===== config.mk =====
export PLATFORM = sky130hd
export DESIGN_NAME = usb_rx_bitproc
export DESIGN_NICKNAME = d
export VERILOG_FILES = /design/src/rtl/usb_rx_pkg.sv /design/src/rtl/usb_nrzi_destuff.sv /design/src/rtl/usb_rx_bitproc.sv
export SDC_FILE = /design/constraint.sdc
export NUM_CORES = 1
export LEC_CHECK = 0
export BUFFER_PORTS_ARGS = -buffer_cell sky130_fd_sc_hd__buf_4
export CAP_MARGIN = 20
export CORE_MARGIN = 2
export CORE_UTILIZATION = 45
export CTS_CLUSTER_SIZE = 20
export DETAILED_ROUTE_END_ITERATION = 10
export HOLD_SLACK_MARGIN = 0.06
export PLACE_DENSITY = 0.7
export RECOVER_POWER = 50
export SETUP_SLACK_MARGIN = 0.2
export SYNTH_ARGS = -nofsm -noshare
export SYNTH_HDL_FRONTEND = slang
export SYNTH_SLANG_ARGS = --single-unit

===== constraint.sdc =====
create_clock -name i_clk_48mhz -period 1.86 [get_ports i_clk_48mhz]
set_input_delay 0.372 -clock i_clk_48mhz [delete_from_list [all_inputs] [get_ports i_clk_48mhz]]
set_output_delay 0.372 -clock i_clk_48mhz [all_outputs]
set_load 0.1 [all_outputs]

===== src/rtl/usb_rx_pkg.sv =====
// Shared definitions for the full-speed USB receive bit path: framing states,
// line levels and default geometry.
package usb_rx_pkg;

    typedef enum logic [1:0] {
        ST_IDLE  = 2'd0,
        ST_DATA  = 2'd1,
        ST_EOP   = 2'd2,
        ST_ERROR = 2'd3
    } rx_state_t;

    localparam logic LINE_J = 1'b1;
    localparam logic LINE_K = 1'b0;

    localparam int DEFAULT_STUFF_LEN = 6;
    localparam int DEFAULT_DATA_W    = 8;

endpackage


===== src/rtl/usb_nrzi_destuff.sv =====
// NRZI decoder and bit de-stuffer. Decode and stuff classification are
// combinational on the current strobe; the previous level and ones run are registered.
module usb_nrzi_destuff
    import usb_rx_pkg::*;
#(
    parameter int STUFF_LEN   = DEFAULT_STUFF_LEN,
    parameter int STUFF_CHECK = 1
) (
    input  logic i_clk,
    input  logic i_rst_n,
    input  logic i_bit,
    input  logic i_se0,
    input  logic i_bit_en,
    input  logic i_destuff_en,
    input  logic i_ones_load,
    output logic o_dec_bit,
    output logic o_keep,
    output logic o_stuff_err
);

    localparam int ONES_W = $clog2(STUFF_LEN + 1);
    localparam logic [ONES_W-1:0] ONES_MAX = ONES_W'(STUFF_LEN);
    localparam logic [ONES_W-1:0] ONES_ONE = ONES_W'(1);

    logic              r_prev;
    logic [ONES_W-1:0] r_ones;
    logic              w_is_stuff;

    assign o_dec_bit   = r_prev ~^ i_bit;
    assign w_is_stuff  = (r_ones == ONES_MAX);
    assign o_keep      = !w_is_stuff;
    assign o_stuff_err = (STUFF_CHECK != 0) && w_is_stuff && o_dec_bit;

    // NOTE: registered state uses non-blocking assignments so every flop
    // samples the pre-edge value of its neighbours.
    always_ff @(posedge i_clk or negedge i_rst_n) begin
        if (!i_rst_n) begin
            r_prev <= LINE_J;
            r_ones <= '0;
        end else if (i_bit_en) begin
            // SE0 leaves the line idle-J, so the next J decodes as a one.
            r_prev <= i_se0 ? LINE_J : i_bit;
            if (i_ones_load) begin
                r_ones <= ONES_ONE;
            end else if (i_destuff_en && !i_se0) begin
                if (w_is_stuff || !o_dec_bit) begin
                    r_ones <= '0;
                end else begin
                    r_ones <= r_ones + 1'b1;
                end
            end
        end
    end

endmodule


===== src/rtl/usb_rx_bitproc.sv =====
// USB full-speed receive bit processor: SYNC/EOP framing, stuff-error and
// alignment reporting, LSB-first word assembly on top of NRZI/de-stuff.
module usb_rx_bitproc
    import usb_rx_pkg::*;
#(
    parameter int STUFF_LEN      = DEFAULT_STUFF_LEN,
    parameter int DATA_W         = DEFAULT_DATA_W,
    parameter int SYNC_MIN_ZEROS = 5,
    parameter int STUFF_CHECK    = 1
) (
    input  logic              i_clk_48mhz,
    input  logic              i_rst_n,
    input  logic              i_bit,
    input  logic              i_se0,
    input  logic              i_bit_en,
    output logic [DATA_W-1:0] o_data,
    output logic              o_data_valid,
    output logic              o_pkt_start,
    output logic              o_pkt_end,
    output logic              o_err_stuff,
    output logic              o_err_align,
    output logic              o_active
);

    localparam int ZR_W = $clog2(SYNC_MIN_ZEROS + 1);
    localparam int BC_W = $clog2(DATA_W + 1);
    localparam logic [ZR_W-1:0] ZR_MAX  = ZR_W'(SYNC_MIN_ZEROS);
    localparam logic [BC_W-1:0] BC_LAST = BC_W'(DATA_W - 1);

    rx_state_t         r_state;
    rx_state_t         w_next_state;
    logic [ZR_W-1:0]   r_zero_run;
    logic [BC_W-1:0]   r_bit_cnt;
    logic [DATA_W-1:0] r_shift;
    logic [DATA_W-1:0] r_data;
    logic [DATA_W-1:0] w_shift_next;
    logic              r_data_valid;
    logic              r_pkt_start;
    logic              r_pkt_end;
    logic              r_err_stuff;
    logic              r_err_align;

    logic w_dec;
    logic w_keep;
    logic w_stuff_err;
    logic w_shift_en;
    logic w_word_done;
    logic w_pkt_start;
    logic w_pkt_end;
    logic w_err_stuff;
    logic w_err_align;

    usb_nrzi_destuff #(
        .STUFF_LEN   (STUFF_LEN),
        .STUFF_CHECK (STUFF_CHECK)
    ) u_nrzi_destuff (
        .i_clk        (i_clk_48mhz),
        .i_rst_n      (i_rst_n),
        .i_bit        (i_bit),
        .i_se0        (i_se0),
        .i_bit_en     (i_bit_en),
        .i_destuff_en (r_state == ST_DATA),
        .i_ones_load  (w_pkt_start),
        .o_dec_bit    (w_dec),
        .o_keep       (w_keep),
        .o_stuff_err  (w_stuff_err)
    );

    assign w_shift_next = {w_dec, r_shift[DATA_W-1:1]};

    always_ff @(posedge i_clk_48mhz or negedge i_rst_n) begin
        if (!i_rst_n) begin
            r_state <= ST_IDLE;
        end else begin
            r_state <= w_next_state;
        end
    end

    // NOTE: every output of this block is defaulted first, so no path
    // through the case leaves a signal unassigned and no latch is inferred.
    always_comb begin
        w_next_state = r_state;
        w_shift_en   = 1'b0;
        w_word_done  = 1'b0;
        w_pkt_start  = 1'b0;
        w_pkt_end    = 1'b0;
        w_err_stuff  = 1'b0;
        w_err_align  = 1'b0;
        if (i_bit_en) begin
            case (r_state)
                ST_IDLE: begin
                    if (!i_se0 && w_dec && (r_zero_run == ZR_MAX)) begin
                        w_pkt_start  = 1'b1;
                        w_next_state = ST_DATA;
                    end
                end
                ST_DATA: begin
                    if (i_se0) begin
                        w_pkt_end    = 1'b1;
                        w_err_align  = (r_bit_cnt != '0);
                        w_next_state = ST_EOP;
                    end else if (!w_keep) begin
                        if (w_stuff_err) begin
                            w_err_stuff  = 1'b1;
                            w_next_state = ST_ERROR;
                        end
                    end else begin
                        w_shift_en  = 1'b1;
                        w_word_done = (r_bit_cnt == BC_LAST);
                    end
                end
                ST_EOP: begin
                    if (!i_se0) begin
                        w_next_state = ST_IDLE;
                    end
                end
                ST_ERROR: begin
                    if (i_se0) begin
                        w_next_state = ST_EOP;
                    end
                end
                default: w_next_state = ST_IDLE;
            endcase
        end
    end

    always_ff @(posedge i_clk_48mhz or negedge i_rst_n) begin
        if (!i_rst_n) begin
            r_zero_run   <= '0;
            r_bit_cnt    <= '0;
            r_shift      <= '0;
            r_data       <= '0;
            r_data_valid <= 1'b0;
            r_pkt_start  <= 1'b0;
            r_pkt_end    <= 1'b0;
            r_err_stuff  <= 1'b0;
            r_err_align  <= 1'b0;
        end else begin
            r_data_valid <= w_word_done;
            r_pkt_start  <= w_pkt_start;
            r_pkt_end    <= w_pkt_end;
            r_err_stuff  <= w_err_stuff;
            r_err_align  <= w_err_align;
            if (i_bit_en) begin
                // Zero run only matters while hunting for SYNC.
                if ((r_state == ST_IDLE) && !i_se0 && !w_dec) begin
                    r_zero_run <= (r_zero_run == ZR_MAX) ? ZR_MAX : r_zero_run + 1'b1;
                end else begin
                    r_zero_run <= '0;
                end
                if (w_pkt_start) begin
                    r_bit_cnt <= '0;
                end else if (w_shift_en) begin
                    r_shift <= w_shift_next;
                    if (w_word_done) begin
                        r_data    <= w_shift_next;
                        r_bit_cnt <= '0;
                    end else begin
                        r_bit_cnt <= r_bit_cnt + 1'b1;
                    end
                end
            end
        end
    end

    assign o_data       = r_data;
    assign o_data_valid = r_data_valid;
    assign o_pkt_start  = r_pkt_start;
    assign o_pkt_end    = r_pkt_end;
    assign o_err_stuff  = r_err_stuff;
    assign o_err_align  = r_err_align;
    assign o_active     = (r_state != ST_IDLE);

endmodule


======== Yosys cells after proc, flatten, opt, wreduce, memory -nomap -nowiden ========
Cells that the tools add are included.
word-level totals
  bits in registers ....................... 34
  word-level logic and storage cells ...... 85
operators by class
  add/subtract/negate cells ............... 3
  equal/unequal tests ..................... 11
  muxes and demuxes ....................... 38
  bitwise gates (word level) .............. 2
  reductions and logical operators ........ 19
operators with widths
  kind                   count
  $mux W1                23
  $mux W3                5
  $mux W2                6
  $mux W4                3
  $pmux W2 S4            1
  $add A3 B1 Y3 const B  2
  $eq A3 B3 Y1 const B   2
  $logic_and A1 B1 Y1    6
  $ne A2 B2 Y1 const B   3
  $ne A3 B3 Y1 const B   2
  $reduce_and A6 Y1      1
  $reduce_bool A2 Y1     3
  $add A4 B1 Y4 const B  1
  $eq A2 B2 Y1 const B   2
  $eq A4 B3 Y1 const B   1
  $reduce_and A2 Y1      2
  $reduce_and A4 Y1      1
  $reduce_bool A4 Y1     1
  $reduce_and A3 Y1      1
  $eq A2 B1 Y1 const B   1
  $logic_not A1 Y1       2
  $logic_not A2 Y1       1
  $logic_or A1 B1 Y1     1
  $not A1 Y1             1
  $xnor A1 B1 Y1         1

======== Logic depth before layout (Yosys ltp) ========
  word-level depth ........................ 8
  gate-level depth with buffers ........... 7
  mapped depth without buffers ............ 5

======== By module ========
A second synthesis with hierarchy kept.
unflattened totals
  cell total of the unflattened synthesis .. 126
  area, all modules ....................... 1557.7 um^2
modules (own cells, without submodules)
  module            instances  cells each  area an instance (um^2)
  usb_rx_bitproc    1          99          1300.0
  usb_nrzi_destuff  1          27          257.7

======== Worst setup path after synthesis ========
OpenSTA, ideal clock, no wires.
  path kind ............................... register -> register
  start ................................... register u_nrzi_destuff.r_ones[0]
  end ..................................... register r_data[0] (netlist: o_data[0])
  library setup time ...................... 0.125 ns
  data arrival time ....................... 1.676 ns
  data required time ...................... 1.735 ns
  setup slack ............................. 0.058 ns
  stages on the path, launching flop included .. 8
  period minus slack after synthesis ...... 1.802 ns
  path through ............................ dfrtp_1 inv_1 ha_1 and2_1 clkbuf_1 or3_4 buf_6 mux2_4
on the way
  word-level cells in the longest chain between the ends .. 6
ends and longest elaborated chain
  what                                  line                    source
  start, declared                       usb_nrzi_destuff.sv:26  logic [ONES_W-1:0] r_ones;
  start signal, assigned                usb_nrzi_destuff.sv:49  r_ones <= r_ones + 1'b1;
  $eq A3 B3 Y1 *                        usb_nrzi_destuff.sv:30  assign w_is_stuff = (r_ones == ONES_MAX);
  $mux W1                               usb_rx_bitproc.sv:102   end else if (!w_keep) begin
  $mux W1                               usb_rx_bitproc.sv:98    if (i_se0) begin
  $mux W1                               usb_rx_bitproc.sv:90    case (r_state)
  $mux W1                               usb_rx_bitproc.sv:89    if (i_bit_en) begin
  $reduce_and A4 Y1 (no source line) *  -
  end signal, assigned                  usb_rx_bitproc.sv:156   r_data <= w_shift_next;
  end, declared                         usb_rx_bitproc.sv:35    logic [DATA_W-1:0] r_data;
Mark *: on every way between the ends. The rest lies on a longest branch, timed or not.
A chain may end at the register's enable or synchronous reset.

======== Final worst setup path ========
  start ................................... register u_nrzi_destuff.r_ones[0]
  end ..................................... register r_data[7] (netlist: o_data[7])
Same word-level chain as after synthesis.

==> qor.yml <==
run_status:
  status: "finished, final reports clean"
critical_path:
  critical_path.max_stage_delay_ns: 0.46
  critPathKind: "reg2reg"
  cp.required_ns: 2.09
  crit_arrival_ns: 1.91
  worstSetupStartpointType: "register"
  crit_path_cell_trace: "inv_2 > ha_2 > and2_4 > or3_1 > mux2_4"
  crit_fanout: 4
  critPathCaptureType: "register"
  critPathSlowestCell: "or3_1"
  reg2reg_setup_slack_ns: 0.18
timing:
  clock_skew_ns: 0.009952
  setup_violations: 0
  hold_viol_final: 0
  min_period_over_period_pct: 90.56
  hold_ws_ns: 0.2687
  rsz0062_at_grt: "true"
  max_freq_ghz: 0.5937
  report.final.slew_viol_count: 0
  setup_tns_ns: 0
  max_slew_margin_pct: 46.50
  tightest_slew_ns: 0.8025
  layout_min_cycle_time_ns: 1.684
placed_design:
  dpl.hpwl_um: 2029
  io_buffers: 18
  gp_congestion: 0.8157
  place_inst: 190
  place_area_um2: 1720
clock_network:
  clock_path_buffers: 2
  clk_pin_slew_ns: 0.11
  cts_htree_levels: 2
  cts_made_buffers: 5
  clk_latency_ns: 0.33
  cts_tree: "yes"
  clock_sinks: 33
  cts_root_buf: "clkbuf_4"
floorplanning:
  core_area_um2: 3311
  die_x_um: 62.55
  boundaryPins: 19
  fp.dieArea_um2: 3913
  start_util_pct: 46.60
  row_count: 21
  die_h_um: 62.55
synthesis:
  async_reset_ff_share_pct: 100.0
  yosysMostFrequentCell: "dfrtp_1"
  synth_cells: 130
  yosys.area.top_type: "dfrtp_1"
  netlist_area_um2: 1543
  synth_area_leaders: "dfrtp_1 (52%), mux2_4 (7.8%), mux2_2 (4.4%), ha_1 (3.2%), a21oi_1 (2.3%)"
  synth_edf_count: 0
  synth_top_area_share_pct: 51.91
  yosys_most_used_dff: "dfrtp_1"
  ys_ff_latch: 33
  synth_area_per_cell_um2: 11.87
  synth_nets: 139
  synth.cells.most_frequent: "dfrtp_1 (32), nand2_1 (9), mux2_4 (8)"
  synth_seq_area_share_pct: 53.61
  netlist-cell-type-count: 41
  ys_warn_count: 0
job:
  cap_violations: 0
min_path:
  hold_class: "in2reg"
pwr:
  power_mw: 1.474
  irDropWorstVdd_uv: 501.3
  power_leakage_nw: 0.9342
  p_per_area_nw_per_um2: 766.7
route:
  wl_per_cell_um: 15.41
  vias: 1090
  drt_iter0_drc: 68
  drtPass1Iterations: 4
  ant_nets: 0
  vias_per_cell: 5.291
  drt-total-wl_um: 3175
  drc: 0
global_routing:
  gr-total-overflow: 0
  grt_pass1_vias: 1097
  grtUsageMet3_pct: 6.306
  met2_usage_pct: 28.36
  grt_pass1_wl_um: 5023
  grt_antenna_before_repair: 0
  grt_max_degree: 34
  grtUsageTotal_pct: 16.73
  grtUsageMet1_pct: 19.05
  top_usage_layer: "met2"
finish:
  nets: 168
  drive_above_1_share_pct: 38.13
  layout.cells.non_filler: 206
  final_area_um2: 1923
  area_delta_synth_final_pct: 24.65
  n_antenna_cell: 0
==> cells by family after synthesis <==
| family | synth area share [%] |
|---|---|
| AND/OR/NAND/NOR | 16.54 |
| flip-flops | 53.61 |
| AO/OA/AOI/OAI | 8.759 |
| buffers and inverters | 4.541 |
| multiplexers | 12.17 |
| adder cells (fa/ha/maj) | 3.244 |
| XOR/XNOR | 1.136 |
==> through the flow <==
step	utilization, %	worst slack (ns)
floorplan	-	0.1256
global placement	51.97	0.1890
detailed placement	51.97	0.1273
CTS	56.61	0.1764
global route	58.09	0.1245
finish	58.09	0.1756
==> report_power, final <==
part	total (mW)	internal [mW]	switching, mW
Sequential	0.737	0.727	0.0102
Combinational	0.0728	0.0269	0.0458
Clock	0.665	0.416	0.249
Total	1.47	1.17	0.305
==> cell type report <==
cell class                      instances  area (um2)
Fill cell                             301        1388
Sequential cell                        33       828.3
Multi-Input combinational cell         84       688.2
Timing Repair Buffer                   29       224.0
Clock inverter                          3       65.06
Tap cell                               46       57.56
Clock buffer                            5       37.54
Inverter                                6       22.52
==> layer usage <==
metal,up-vias,wire length [um],share of wire [%]
met5,-,0,0
met2,28,1608,51
li1,525,-,-
met4,0,51,1.6
met3,8,147,4.6
met1,529,1369,43
==> worst paths after layout <==
kind | from | end | cells after the start
hold / removal | i_se0 | r_state[0] | 2
max in group asynchronous | i_rst_n | r_state[1] | 2
setup / recovery | u_nrzi_destuff.r_ones[0] | o_data[7] | 5
min in group asynchronous | i_rst_n | o_data[1] | 2
hold reg to reg | r_shift[1] | o_data[0] | 1
setup reg to reg | u_nrzi_destuff.r_ones[0] | o_data[7] | 5
==> critical path, delay by kind of cell, from the launching register on <==
family / cells / cell delay (ns)
DFF: 1 / 0.40
and+or+nand+nor: 2 / 0.61
buffers and inverters: 1 / 0.05
adders and majority gates: 1 / 0.19
muxes: 1 / 0.33
==> what timing repair did <==
| item | in CTS | in global routing |
|---|---|---|
| hold buffers | 1 | 0 |
| endpoints found under the hold margin | 32 | 0 |
| pin swaps | 0 | 2 |
| endpoints found under the setup margin | 15 | 18 |
| gates resized for setup | 6 | 7 |
| setup buffers | 3 | 3 |
| cloned | 0 | 1 |
==> registers in the layout, summed over array words and instances, names as in the netlist <==
register and count:
o_pkt_start 1, r_state 2, r_bit_cnt 4, o_data 8, r_shift 7, o_data_valid 1
o_err_align 1, r_zero_run 3, o_pkt_end 1, u_nrzi_destuff.r_ones 3, u_nrzi_destuff.r_prev 1, o_err_stuff 1
==> cells in the final DEF (no fill, tap or decap), types with 3 or more instances in the layout <==
cell type  instances
nand2_1            8
dfrtp_1           31
mux2_2             6
nand4b_1           3
a21oi_1            7
o21ai_0            3
inv_1              5
mux2_4             8
nor2_1             6
nand3_1            3
buf_4             23
clkbuf_4           6
Power figures use the tool's default switching activity.
